**config.mk**
```make
export PLATFORM = sky130hd
export DESIGN_NAME = dmem_arbiter
export DESIGN_NICKNAME = d
export VERILOG_FILES = /design/src/rtl/dmem_arbiter_pkg.sv /design/src/rtl/dmem_arbiter_rr_arb2.sv /design/src/rtl/dmem_arbiter.sv
export SDC_FILE = /design/constraint.sdc
export NUM_CORES = 1
export LEC_CHECK = 0
export ABC_CLOCK_PERIOD_IN_PS = 15500
export CORE_MARGIN = 4
export CORE_UTILIZATION = 40
export CTS_BUF_LIST = sky130_fd_sc_hd__clkbuf_16
export DETAILED_ROUTE_END_ITERATION = 7
export DONT_BUFFER_PORTS = 1
export GPL_TIMING_DRIVEN = 0
export PLACE_DENSITY = 0.54
export SLEW_MARGIN = 20
export SYNTH_ARGS = -nofsm -noshare
export SYNTH_HDL_FRONTEND = slang
export SYNTH_SLANG_ARGS = --single-unit
```
**constraint.sdc**
```tcl
create_clock -name ip_clk -period 15.5 [get_ports ip_clk]
set_input_delay 3.875 -clock ip_clk [delete_from_list [all_inputs] [get_ports ip_clk]]
set_output_delay 3.875 -clock ip_clk [all_outputs]
set_load 0.02 [all_outputs]
```
**src/rtl/dmem_arbiter_pkg.sv**
```systemverilog
// Shared definitions for the data-memory arbiter: FSM encodings, access size
// codes, default memory window, the latched request record and the
// address-legality check.
package dmem_arbiter_pkg;

    // FSM encodings
    localparam logic [0:0] ST_IDLE   = 1'b0;
    localparam logic [0:0] ST_ACCESS = 1'b1;

    // Access size codes, shared with the data memory's bit_ctrl port
    localparam logic [1:0] SIZE_BYTE    = 2'b00;
    localparam logic [1:0] SIZE_HALF    = 2'b01;
    localparam logic [1:0] SIZE_WORD    = 2'b10;
    localparam logic [1:0] SIZE_ILLEGAL = 2'b11;

    // Default data-memory window
    localparam logic [31:0] DMEM_BASE_DEFAULT  = 32'h0200_0000;
    localparam int unsigned DMEM_BYTES_DEFAULT = 4096;

    // One request as captured at the accept edge
    typedef struct packed {
        logic [31:0] addr;
        logic [31:0] wdata;
        logic [1:0]  size;
        logic        uns;
        logic        we;
    } req_t;

    // Number of bytes touched by an access; the illegal code is treated as a
    // word so the range check stays well defined (it is rejected anyway).
    function automatic logic [32:0] size_bytes(input logic [1:0] size);
        logic [32:0] n;
        case (size)
            SIZE_BYTE: n = 33'd1;
            SIZE_HALF: n = 33'd2;
            default:   n = 33'd4;
        endcase
        return n;
    endfunction

    // A request is rejected for an illegal size, a misaligned half/word, or
    // any byte outside [base, limit). Done in 33 bits so addresses near
    // 32'hFFFF_FFFF cannot wrap back into the window.
    function automatic logic access_err(
        input logic [31:0] addr,
        input logic [1:0]  size,
        input logic [32:0] base,
        input logic [32:0] limit
    );
        logic [32:0] last_byte;
        logic        err;
        last_byte = {1'b0, addr} + size_bytes(size) - 33'd1;
        err = 1'b0;
        if (size == SIZE_ILLEGAL)                       err = 1'b1;
        if ((size == SIZE_HALF) && addr[0])             err = 1'b1;
        if ((size == SIZE_WORD) && (addr[1:0] != 2'b00)) err = 1'b1;
        if ({1'b0, addr} < base)                        err = 1'b1;
        if (last_byte >= limit)                         err = 1'b1;
        return err;
    endfunction

endpackage

```
**src/rtl/dmem_arbiter_rr_arb2.sv**
```systemverilog
// Two-requester round-robin pick. With a single valid requester it wins;
// with both valid, the one that was not granted last wins.
module rr_arb2 (
    input  logic [1:0] valid_i,
    input  logic       last_grant_i,   // index of the port granted last
    output logic [1:0] gnt_o           // one-hot grant, 0 when nobody asks
);

    // Select the winner from the valid vector and the last grant
    always_comb begin
        // NOTE: every output of a combinational block gets a default first so
        // no path leaves it unassigned and a latch is never inferred.
        gnt_o = 2'b00;
        case (valid_i)
            2'b01:   gnt_o = 2'b01;
            2'b10:   gnt_o = 2'b10;
            2'b11:   gnt_o = last_grant_i ? 2'b01 : 2'b10;
            default: gnt_o = 2'b00;
        endcase
    end

endmodule

```
**src/rtl/dmem_arbiter.sv**
```systemverilog
// Two-port data-memory arbiter. Requests are accepted in IDLE (round-robin
// between ports), the captured request drives the memory for one ACCESS cycle,
// and a registered one-cycle response is returned to the requesting port as
// the FSM falls back to IDLE. One access every two cycles at best.
// op_mem_sign_ctrl carries the request's unsigned flag: 1 = zero-extend.
module dmem_arbiter
    import dmem_arbiter_pkg::*;
#(
    parameter logic [31:0] DMEM_BASE  = DMEM_BASE_DEFAULT,
    parameter int unsigned DMEM_BYTES = DMEM_BYTES_DEFAULT
) (
    input  logic        ip_clk,
    input  logic        ip_rst,

    // Requester 0
    input  logic        ip_req_valid_0,
    output logic        op_req_ready_0,
    input  logic [31:0] ip_req_addr_0,
    input  logic [31:0] ip_req_wdata_0,
    input  logic [1:0]  ip_req_size_0,
    input  logic        ip_req_unsigned_0,
    input  logic        ip_req_we_0,
    output logic        op_rsp_valid_0,
    output logic [31:0] op_rsp_data_0,
    output logic        op_rsp_err_0,

    // Requester 1
    input  logic        ip_req_valid_1,
    output logic        op_req_ready_1,
    input  logic [31:0] ip_req_addr_1,
    input  logic [31:0] ip_req_wdata_1,
    input  logic [1:0]  ip_req_size_1,
    input  logic        ip_req_unsigned_1,
    input  logic        ip_req_we_1,
    output logic        op_rsp_valid_1,
    output logic [31:0] op_rsp_data_1,
    output logic        op_rsp_err_1,

    // Data memory
    output logic [31:0] op_mem_addr,
    output logic [31:0] op_mem_store_data,
    output logic [1:0]  op_mem_bit_ctrl,
    output logic        op_mem_sign_ctrl,
    output logic        op_mem_store_en,
    input  logic [31:0] ip_mem_read_data
);

    localparam logic [32:0] WIN_BASE  = {1'b0, DMEM_BASE};
    localparam logic [32:0] WIN_LIMIT = WIN_BASE + 33'(DMEM_BYTES);

    // State
    logic [0:0]       state_q, state_d;
    logic             last_q, last_d;        // port granted last
    logic             port_q, port_d;        // port being served
    req_t             req_q, req_d;
    logic             err_q, err_d;
    logic [1:0]       rsp_valid_q, rsp_valid_d;
    logic [1:0]       rsp_err_q, rsp_err_d;
    logic [1:0][31:0] rsp_data_q, rsp_data_d;

    // Arbitration
    logic [1:0] valid_vec;
    logic [1:0] gnt;
    logic       idle;
    logic       accept;
    req_t       req_in0, req_in1, req_sel;

    assign valid_vec = {ip_req_valid_1, ip_req_valid_0};

    rr_arb2 u_rr_arb2 (
        .valid_i      (valid_vec),
        .last_grant_i (last_q),
        .gnt_o        (gnt)
    );

    // Ready is offered only in IDLE and is forced low while reset is held
    assign idle           = (state_q == ST_IDLE) && !ip_rst;
    assign op_req_ready_0 = idle && gnt[0];
    assign op_req_ready_1 = idle && gnt[1];
    assign accept         = (op_req_ready_0 && ip_req_valid_0) ||
                            (op_req_ready_1 && ip_req_valid_1);

    assign req_in0 = '{addr: ip_req_addr_0, wdata: ip_req_wdata_0,
                       size: ip_req_size_0, uns: ip_req_unsigned_0,
                       we: ip_req_we_0};
    assign req_in1 = '{addr: ip_req_addr_1, wdata: ip_req_wdata_1,
                       size: ip_req_size_1, uns: ip_req_unsigned_1,
                       we: ip_req_we_1};
    assign req_sel = gnt[1] ? req_in1 : req_in0;

    // Next-state: capture on accept in IDLE, respond and return from ACCESS
    always_comb begin
        state_d     = state_q;
        last_d      = last_q;
        port_d      = port_q;
        req_d       = req_q;
        err_d       = err_q;
        rsp_valid_d = 2'b00;
        rsp_err_d   = 2'b00;
        rsp_data_d  = '0;
        case (state_q)
            ST_IDLE: begin
                if (accept) begin
                    state_d = ST_ACCESS;
                    port_d  = gnt[1];
                    last_d  = gnt[1];
                    req_d   = req_sel;
                    err_d   = access_err(req_sel.addr, req_sel.size,
                                         WIN_BASE, WIN_LIMIT);
                end
            end
            ST_ACCESS: begin
                state_d              = ST_IDLE;
                rsp_valid_d[port_q]  = 1'b1;
                rsp_err_d[port_q]    = err_q;
                rsp_data_d[port_q]   = (!err_q && !req_q.we) ? ip_mem_read_data
                                                             : 32'h0;
            end
            default: state_d = ST_IDLE;
        endcase
    end

    // State and response registers
    always_ff @(posedge ip_clk or posedge ip_rst) begin
        // NOTE: state is updated with non-blocking assignments so every
        // register samples the pre-edge values; the captured request is reset
        // too because it drives the memory outputs and must start at 0.
        if (ip_rst) begin
            state_q     <= ST_IDLE;
            last_q      <= 1'b1;
            port_q      <= 1'b0;
            req_q       <= '0;
            err_q       <= 1'b0;
            rsp_valid_q <= 2'b00;
            rsp_err_q   <= 2'b00;
            rsp_data_q  <= '0;
        end else begin
            state_q     <= state_d;
            last_q      <= last_d;
            port_q      <= port_d;
            req_q       <= req_d;
            err_q       <= err_d;
            rsp_valid_q <= rsp_valid_d;
            rsp_err_q   <= rsp_err_d;
            rsp_data_q  <= rsp_data_d;
        end
    end

    // Memory side is driven only during ACCESS; a rejected store never writes
    always_comb begin
        op_mem_addr       = 32'h0;
        op_mem_store_data = 32'h0;
        op_mem_bit_ctrl   = 2'b00;
        op_mem_sign_ctrl  = 1'b0;
        op_mem_store_en   = 1'b0;
        if (state_q == ST_ACCESS) begin
            op_mem_addr       = req_q.addr;
            op_mem_store_data = req_q.wdata;
            op_mem_bit_ctrl   = req_q.size;
            op_mem_sign_ctrl  = req_q.uns;
            op_mem_store_en   = req_q.we && !err_q;
        end
    end

    assign op_rsp_valid_0 = rsp_valid_q[0];
    assign op_rsp_valid_1 = rsp_valid_q[1];
    assign op_rsp_err_0   = rsp_err_q[0];
    assign op_rsp_err_1   = rsp_err_q[1];
    assign op_rsp_data_0  = rsp_data_q[0];
    assign op_rsp_data_1  = rsp_data_q[1];

endmodule

```
After elaboration in Yosys (flattened, before gate mapping)
Cells that the tools add are included.
{"block": "totals", "reg_bits": 140, "in_bits": 172, "out_inout_bits": 138, "elab_cells": 71}
{"block": "classes", "addsub": 2, "order_cmp": 4, "n_eq_ne": 6, "n_mux": 26, "bitwise_logic": 3, "reduce_logical": 17}
{"op": "two-way mux 32 bit", "count": 4}
{"op": "two-way mux 68 bit", "count": 1}
{"op": "two-way mux 33 bit", "count": 2}
{"op": "AND 64 bit", "count": 1}
{"op": "two-way mux 64 bit", "count": 1}
{"op": "adder 32 x 33 -> 33 bit", "count": 1}
{"op": ">= comparator 33 x 26 -> 1 bit, second input constant", "count": 1}
{"op": "subtractor 33 x 1 -> 33 bit, second input constant", "count": 1}
{"op": "demux 32 bit (select 1 bit)", "count": 1}
{"op": "less-than comparator 32 x 26 -> 1 bit, second input constant", "count": 1}
{"op": "logical AND 1 bit", "count": 10}
{"op": "two-way mux 1 bit", "count": 9}
{"op": "equality test 2 bit, second input constant", "count": 4}
{"op": "two-way mux 2 bit", "count": 4}
{"op": "one-hot mux 2 bit (3 select lines)", "count": 1}
{"op": "one-hot mux 3 bit (2 select lines)", "count": 1}
{"op": "equality test 2 x 1 -> 1 bit, second input constant", "count": 2}
{"op": "logical NOT 1 bit", "count": 3}
{"op": "AND 2 bit", "count": 1}
{"op": "logical NOT 2 bit", "count": 1}
{"op": "less-than comparator 1 x 2 -> 1 bit, second input constant", "count": 1}
{"op": "one-hot mux 1 bit (2 select lines)", "count": 1}
{"op": "AND reduction 2 bit", "count": 1}
{"op": "nonzero test 2 bit", "count": 1}
{"op": "4 further kinds", "count": 4}

Longest topological paths before layout
{"block": "logic_depth", "ltp_word": 11, "depth_mapped": 18, "ltp_nobuf": 18}

By module
From an unflattened synthesis, not the netlist that was laid out.
{"block": "hier_totals", "hier_cells": 834, "area_unflattened_um2": 7928.9}
{"mod": "dmem_arbiter", "n_inst": 1, "cells_each": 831, "area_per_inst_um2": 7910.1, "seq_area_each_um2": 3504.6}
{"mod": "rr_arb2", "n_inst": 1, "cells_each": 3, "area_per_inst_um2": 18.8, "seq_area_each_um2": 0.0}

Least setup slack after synthesis
Ideal clock, no wire load.
{"block": "synth_timing", "path_type": "input port to output port", "from": "in ip_req_valid_1", "to": "out op_req_ready_1", "arrival_ns": 5.007, "required_ns": 11.625, "slack_ns": 6.618, "path_stages": 4, "cell_sequence": "a21boi_2 > buf_2 > buf_2 > and2_1"}
{"block": "synth_between", "elab_chain_cells": 3, "word_cells_on_any_way": 5, "cone_classes": "eq/ne (3); mux (1); reduce/logical (1)"}
{"element": "from (decl)", "line_no": "dmem_arbiter.sv:28", "rtl": "input logic ip_req_valid_1,"}
{"element": "equality test 2 bit / equality test 2 x 1 -> 1 bit (equally long branches)", "line_no": "dmem_arbiter_rr_arb2.sv:14", "rtl": "case (valid_i)"}
{"element": "one-hot mux 2 bit (3 select lines) *", "line_no": "dmem_arbiter_rr_arb2.sv:14"}
{"element": "logical AND 1 bit *", "line_no": "dmem_arbiter.sv:79", "rtl": "assign op_req_ready_1 = idle && gnt[1];"}
{"element": "to (decl)", "line_no": "dmem_arbiter.sv:29", "rtl": "output logic op_req_ready_1,"}
Mark *: on every way between the ends. The rest lies on a longest branch, timed or not.

Final worst setup path
Same ends and word-level chain as after synthesis.

==> flow_results.xml <==
<?xml version="1.0" encoding="UTF-8"?>
<metrics>
  <group name="pwr">
    <metric name="power.combinational.fraction" unit="">0.237</metric>
    <metric name="intPower" unit="mW">0.7142</metric>
    <metric name="power.ir.vdd_worst" unit="V">0.00006948</metric>
    <metric name="power.static_leakage" unit="nW">4.234</metric>
    <metric name="sw_frac_of_total" unit="">0.3490</metric>
    <metric name="p_switching" unit="mW">0.3829</metric>
    <metric name="power_density" unit="mW/mm^2">124.4</metric>
    <metric name="power.share.sequential" unit="">0.382</metric>
    <metric name="report.power.total" unit="mW">1.097</metric>
    <metric name="clock_power_share" unit="">0.381</metric>
  </group>
  <group name="final_layout">
    <metric name="drive_gt1_frac" unit="">0.07377</metric>
    <metric name="num_antenna_cells" unit="">0</metric>
    <metric name="multi_input_area" unit="sq mm">0.003996</metric>
    <metric name="regArea" unit="sq mm">0.003505</metric>
    <metric name="finish.net_count" unit="">1053</metric>
    <metric name="area_delta_synth_final" unit="%">12.43</metric>
    <metric name="utilization" unit="">0.4637</metric>
    <metric name="layout.filler_cells" unit="">1845</metric>
  </group>
  <group name="placement">
    <metric name="dp_hpwl" unit="mm">18.24</metric>
    <metric name="globalplace.congestion" unit="">0.8498</metric>
    <metric name="numPortBuffers" unit="">0</metric>
  </group>
  <group name="clock_network">
    <metric name="tritoncts" unit="">yes</metric>
    <metric name="post-cts-setup-buffers" unit="">0</metric>
    <metric name="cts.htree.levels" unit="">4</metric>
    <metric name="cts-root-to-sink-buffers" unit="">2</metric>
    <metric name="clockRootBuffer" unit="">sky130_fd_sc_hd__clkbuf_16</metric>
    <metric name="clock_sinks" unit="">140</metric>
    <metric name="postCtsResizedCells" unit="">0</metric>
    <metric name="hold_buffers" unit="">0</metric>
    <metric name="clkTransAtPathRegs" unit="ns">0.07</metric>
    <metric name="clk-insertion-delay-late" unit="ns">0.43</metric>
    <metric name="cts-buffers-inserted" unit="">17</metric>
  </group>
  <group name="global_routing">
    <metric name="largest_net_degree_at_the_start_of_global_routing" unit="">74</metric>
    <metric name="grt_pass1_vias" unit="">6189</metric>
    <metric name="global_route_wire_length_before_repair" unit="mm">35.62</metric>
    <metric name="antenna_found_initial" unit="">0</metric>
    <metric name="globalRouteOverflowTotal" unit="">0</metric>
    <metric name="groute.usage.overall" unit="">0.2073</metric>
  </group>
  <group name="critical_path">
    <metric name="critical_path_peak_fanout" unit="">10</metric>
    <metric name="timing.critical_path.from" unit="">ip_req_valid_1</metric>
    <metric name="rrSetupSlack" unit="ns">10.60</metric>
    <metric name="worst-setup-path-type" unit="">primary input to output port</metric>
    <metric name="worst_r2r_path_depth" unit="">16</metric>
    <metric name="worstReg2RegStart" unit="">last_q</metric>
    <metric name="worst_endpoint_required_time" unit="ns">11.62</metric>
    <metric name="worst-endpoint-arrival" unit="ns">5.55</metric>
    <metric name="timing.critical_path.from_type" unit="">primary input</metric>
    <metric name="timing.critical_path.to_type" unit="">output port</metric>
  </group>
  <group name="synthesis">
    <metric name="synth.avg_cell_area" unit="sq um">9.554</metric>
    <metric name="number_of_synthesized_flops_with_an_enable_pin" unit="">0</metric>
    <metric name="synth_top_flop_cell" unit="">sky130_fd_sc_hd__dfrtp_1</metric>
    <metric name="synth_area" unit="sq mm">0.007844</metric>
    <metric name="postSynthCellCount" unit="">821</metric>
    <metric name="synth_top_cell_area_share" unit="">0.4435</metric>
    <metric name="synth_async_sr_flop_share" unit="">1.000</metric>
    <metric name="synthDominantAreaCellType" unit="">sky130_fd_sc_hd__dfrtp_1</metric>
    <metric name="sequential_element_share_of_the_synthesized_area" unit="">0.4468</metric>
    <metric name="synth.area.top_cells" unit="">sky130_fd_sc_hd__dfrtp_1 44%, sky130_fd_sc_hd__and2_1 11%, sky130_fd_sc_hd__mux2i_1 8.7%, sky130_fd_sc_hd__ha_1 6.2%, sky130_fd_sc_hd__o21ai_0 5.4%</metric>
    <metric name="yosysWarningCount" unit="">0</metric>
    <metric name="yosysUniqueCellTypes" unit="">67</metric>
    <metric name="synth-seq-cells" unit="">140</metric>
    <metric name="mappedNetlistNets" unit="">1033</metric>
  </group>
  <group name="floorplanning">
    <metric name="core_region_area" unit="sq mm">0.01902</metric>
    <metric name="die_width" unit="um">148.0</metric>
    <metric name="die-area" unit="sq mm">0.02191</metric>
    <metric name="top_level_ports" unit="">310</metric>
    <metric name="std_cell_rows" unit="">50</metric>
    <metric name="die_h" unit="um">148.0</metric>
    <metric name="initial_core_util" unit="">0.4124</metric>
  </group>
  <group name="detailed_routing">
    <metric name="vias_per_cell" unit="">5.391</metric>
    <metric name="final_antenna_net_count" unit="">0</metric>
    <metric name="drt_iter0_drc" unit="">302</metric>
    <metric name="routed-via-count" unit="">6006</metric>
    <metric name="wl_per_cell" unit="um">20.80</metric>
    <metric name="route.detailed.drc" unit="">0</metric>
    <metric name="firstDrtPassIters" unit="">4</metric>
    <metric name="drt-total-wl" unit="mm">23.17</metric>
  </group>
  <group name="min_path">
    <metric name="min_path_cells" unit="">2</metric>
    <metric name="worst_hold_startpoint" unit="">req_q[25]</metric>
    <metric name="timing.hold.worst.class" unit="">flop to flop</metric>
  </group>
  <group name="outcome">
    <metric name="status" unit="">complete, no violations</metric>
  </group>
  <group name="job">
    <metric name="cap_violations" unit="">0</metric>
  </group>
  <group name="sta">
    <metric name="setup_viol_count_final" unit="">0</metric>
    <metric name="share_of_the_cycle_needed_by_the_critical_path_after_routing" unit="">0.6079</metric>
    <metric name="rsz0062_at_grt" unit="">false</metric>
    <metric name="finalMaxSlewViolations" unit="">0</metric>
    <metric name="period_minus_slack" unit="ns">9.422</metric>
    <metric name="timing.setup.tns" unit="ns">0</metric>
    <metric name="whs" unit="ns">0.4753</metric>
    <metric name="finalClockSkew" unit="ns">0.009990</metric>
    <metric name="slew-limit-headroom" unit="">0.4384</metric>
    <metric name="timing.final.hold_violations" unit="">0</metric>
    <metric name="actual_slew_at_the_worst_max_slew_pin" unit="ns">0.8337</metric>
    <metric name="max_clock_freq" unit="GHz">0.1061</metric>
  </group>
</metrics>
[power groups by stage]
stage	clock network (mW)	registers (mW)	logic (mW)
2_1_floorplan	0	0.419	0.205
3_3_place_gp	0	0.424	0.255
3_5_place_dp	0	0.426	0.262
4_1_cts	0.426	0.419	0.263
5_1_grt	0.442	0.423	0.293
6_report	0.418	0.419	0.261
[synthesized netlist by cell type (all sizes together) (4+ instances only)]
master	number
nand2b	5
and3b	4
dfrtp	139
a21o	10
o211ai	6
a211oi	6
nand3	8
buf	9
or3	4
and2	135
nor2	19
inv	50
nor3b	4
a21oi	32
nand2	94
nor2b	4
xor2	4
a2111oi	4
ha	39
nor3	4
clkbuf	30
nand4	6
a31oi	5
o21ai	90
mux2i	68
[cells in the final DEF, fill, tap and decap left out, drive strengths merged, types with 2 or more instances in the layout]
cell type,Yosys,final
a2111oi,4,4
a211oi,6,6
a21o,10,10
a21oi,32,32
a221oi,3,3
a2bb2oi,2,2
a31oi,5,5
and2,135,135
and3,3,3
and3b,4,4
and4,2,2
buf,9,10
clkbuf,30,47
clkinv,0,7
dfrtp,139,139
ha,39,39
inv,50,58
mux2i,68,68
nand2,94,94
nand2b,5,5
nand3,8,8
nand4,6,6
nor2,19,19
nor2b,4,4
nor3,4,4
nor3b,4,4
o2111a,2,2
o2111ai,2,2
o211ai,6,6
o21ai,90,90
o21ba,2,2
o21bai,3,3
or2,2,2
or3,4,4
xnor2,3,3
xor2,4,4
[cells by family (layout without fill, tap and decap cells)]
| group | after synthesis | after routing | share of synthesized area |
|---|---|---|---|
| AOI/OAI and AO/OA | 178 | 178 | 0.1450 |
| xor gates and xnor gates | 7 | 7 | 0.007816 |
| adders and majority gates | 40 | 40 | 0.06476 |
| buffers and inverters | 89 | 122 | 0.04371 |
| DFF | 140 | 140 | 0.4468 |
| muxes | 69 | 69 | 0.08821 |
| and+or+nand+nor | 298 | 298 | 0.2037 |
[per-stage QoR]
step / std cells / instance area (sq um) / setup WS, ns
detailed placement: 1082 / 8204 / 6.006
finish: 1114 / 8818 / 6.078
CTS: 1114 / 8818 / 6.002
global placement: 1081 / 8169 / 5.984
floorplan: 821 / 7844 / 6.618
global route: 1114 / 8818 / 5.961
[state kept, by name, summed over array words and instances (netlist names)]
| signal | count |
|---|---|
| op_rsp_data_0 | 32 |
| rsp_valid_q | 2 |
| port_q | 1 |
| err_q | 1 |
| req_q | 68 |
| rsp_err_q | 2 |
| last_q | 1 |
| op_rsp_data_1 | 32 |
| state_q | 1 |
[routing by layer]
metal | wire length, um | share of wire | GRT usage
met5 | 0 | 0 | 0
met1 | 9026 | 0.39 | 0.2390
met3 | 1384 | 0.060 | 0.04323
met4 | 294 | 0.013 | 0.06236
met2 | 12470 | 0.54 | 0.3850
[critical path, stage by stage]
cell	delay [ns]
sky130_fd_sc_hd__a21boi_2	0.47
sky130_fd_sc_hd__buf_2	0.39
sky130_fd_sc_hd__buf_2	0.40
sky130_fd_sc_hd__and2_1	0.40
[area by class of cell]
type                    instances  share of cell area
clock buffers                  17             0.04824
inverters                      50             0.02213
plain buffers                  39             0.01759
flip-flops and latches        140              0.3974
clock inverters                15             0.02142
repair buffers                  1            0.003121
multi-input cells             592              0.4532
well taps                     260             0.03689
[worst paths after layout]
check,to
max reg2reg,err_q
min,req_q[25]
max in group asynchronous,req_q[57]
max,op_req_ready_1
min reg2reg,req_q[25]
min in group asynchronous,op_rsp_data_0[0]
No activity file was read; power rests on OpenSTA's default activity.
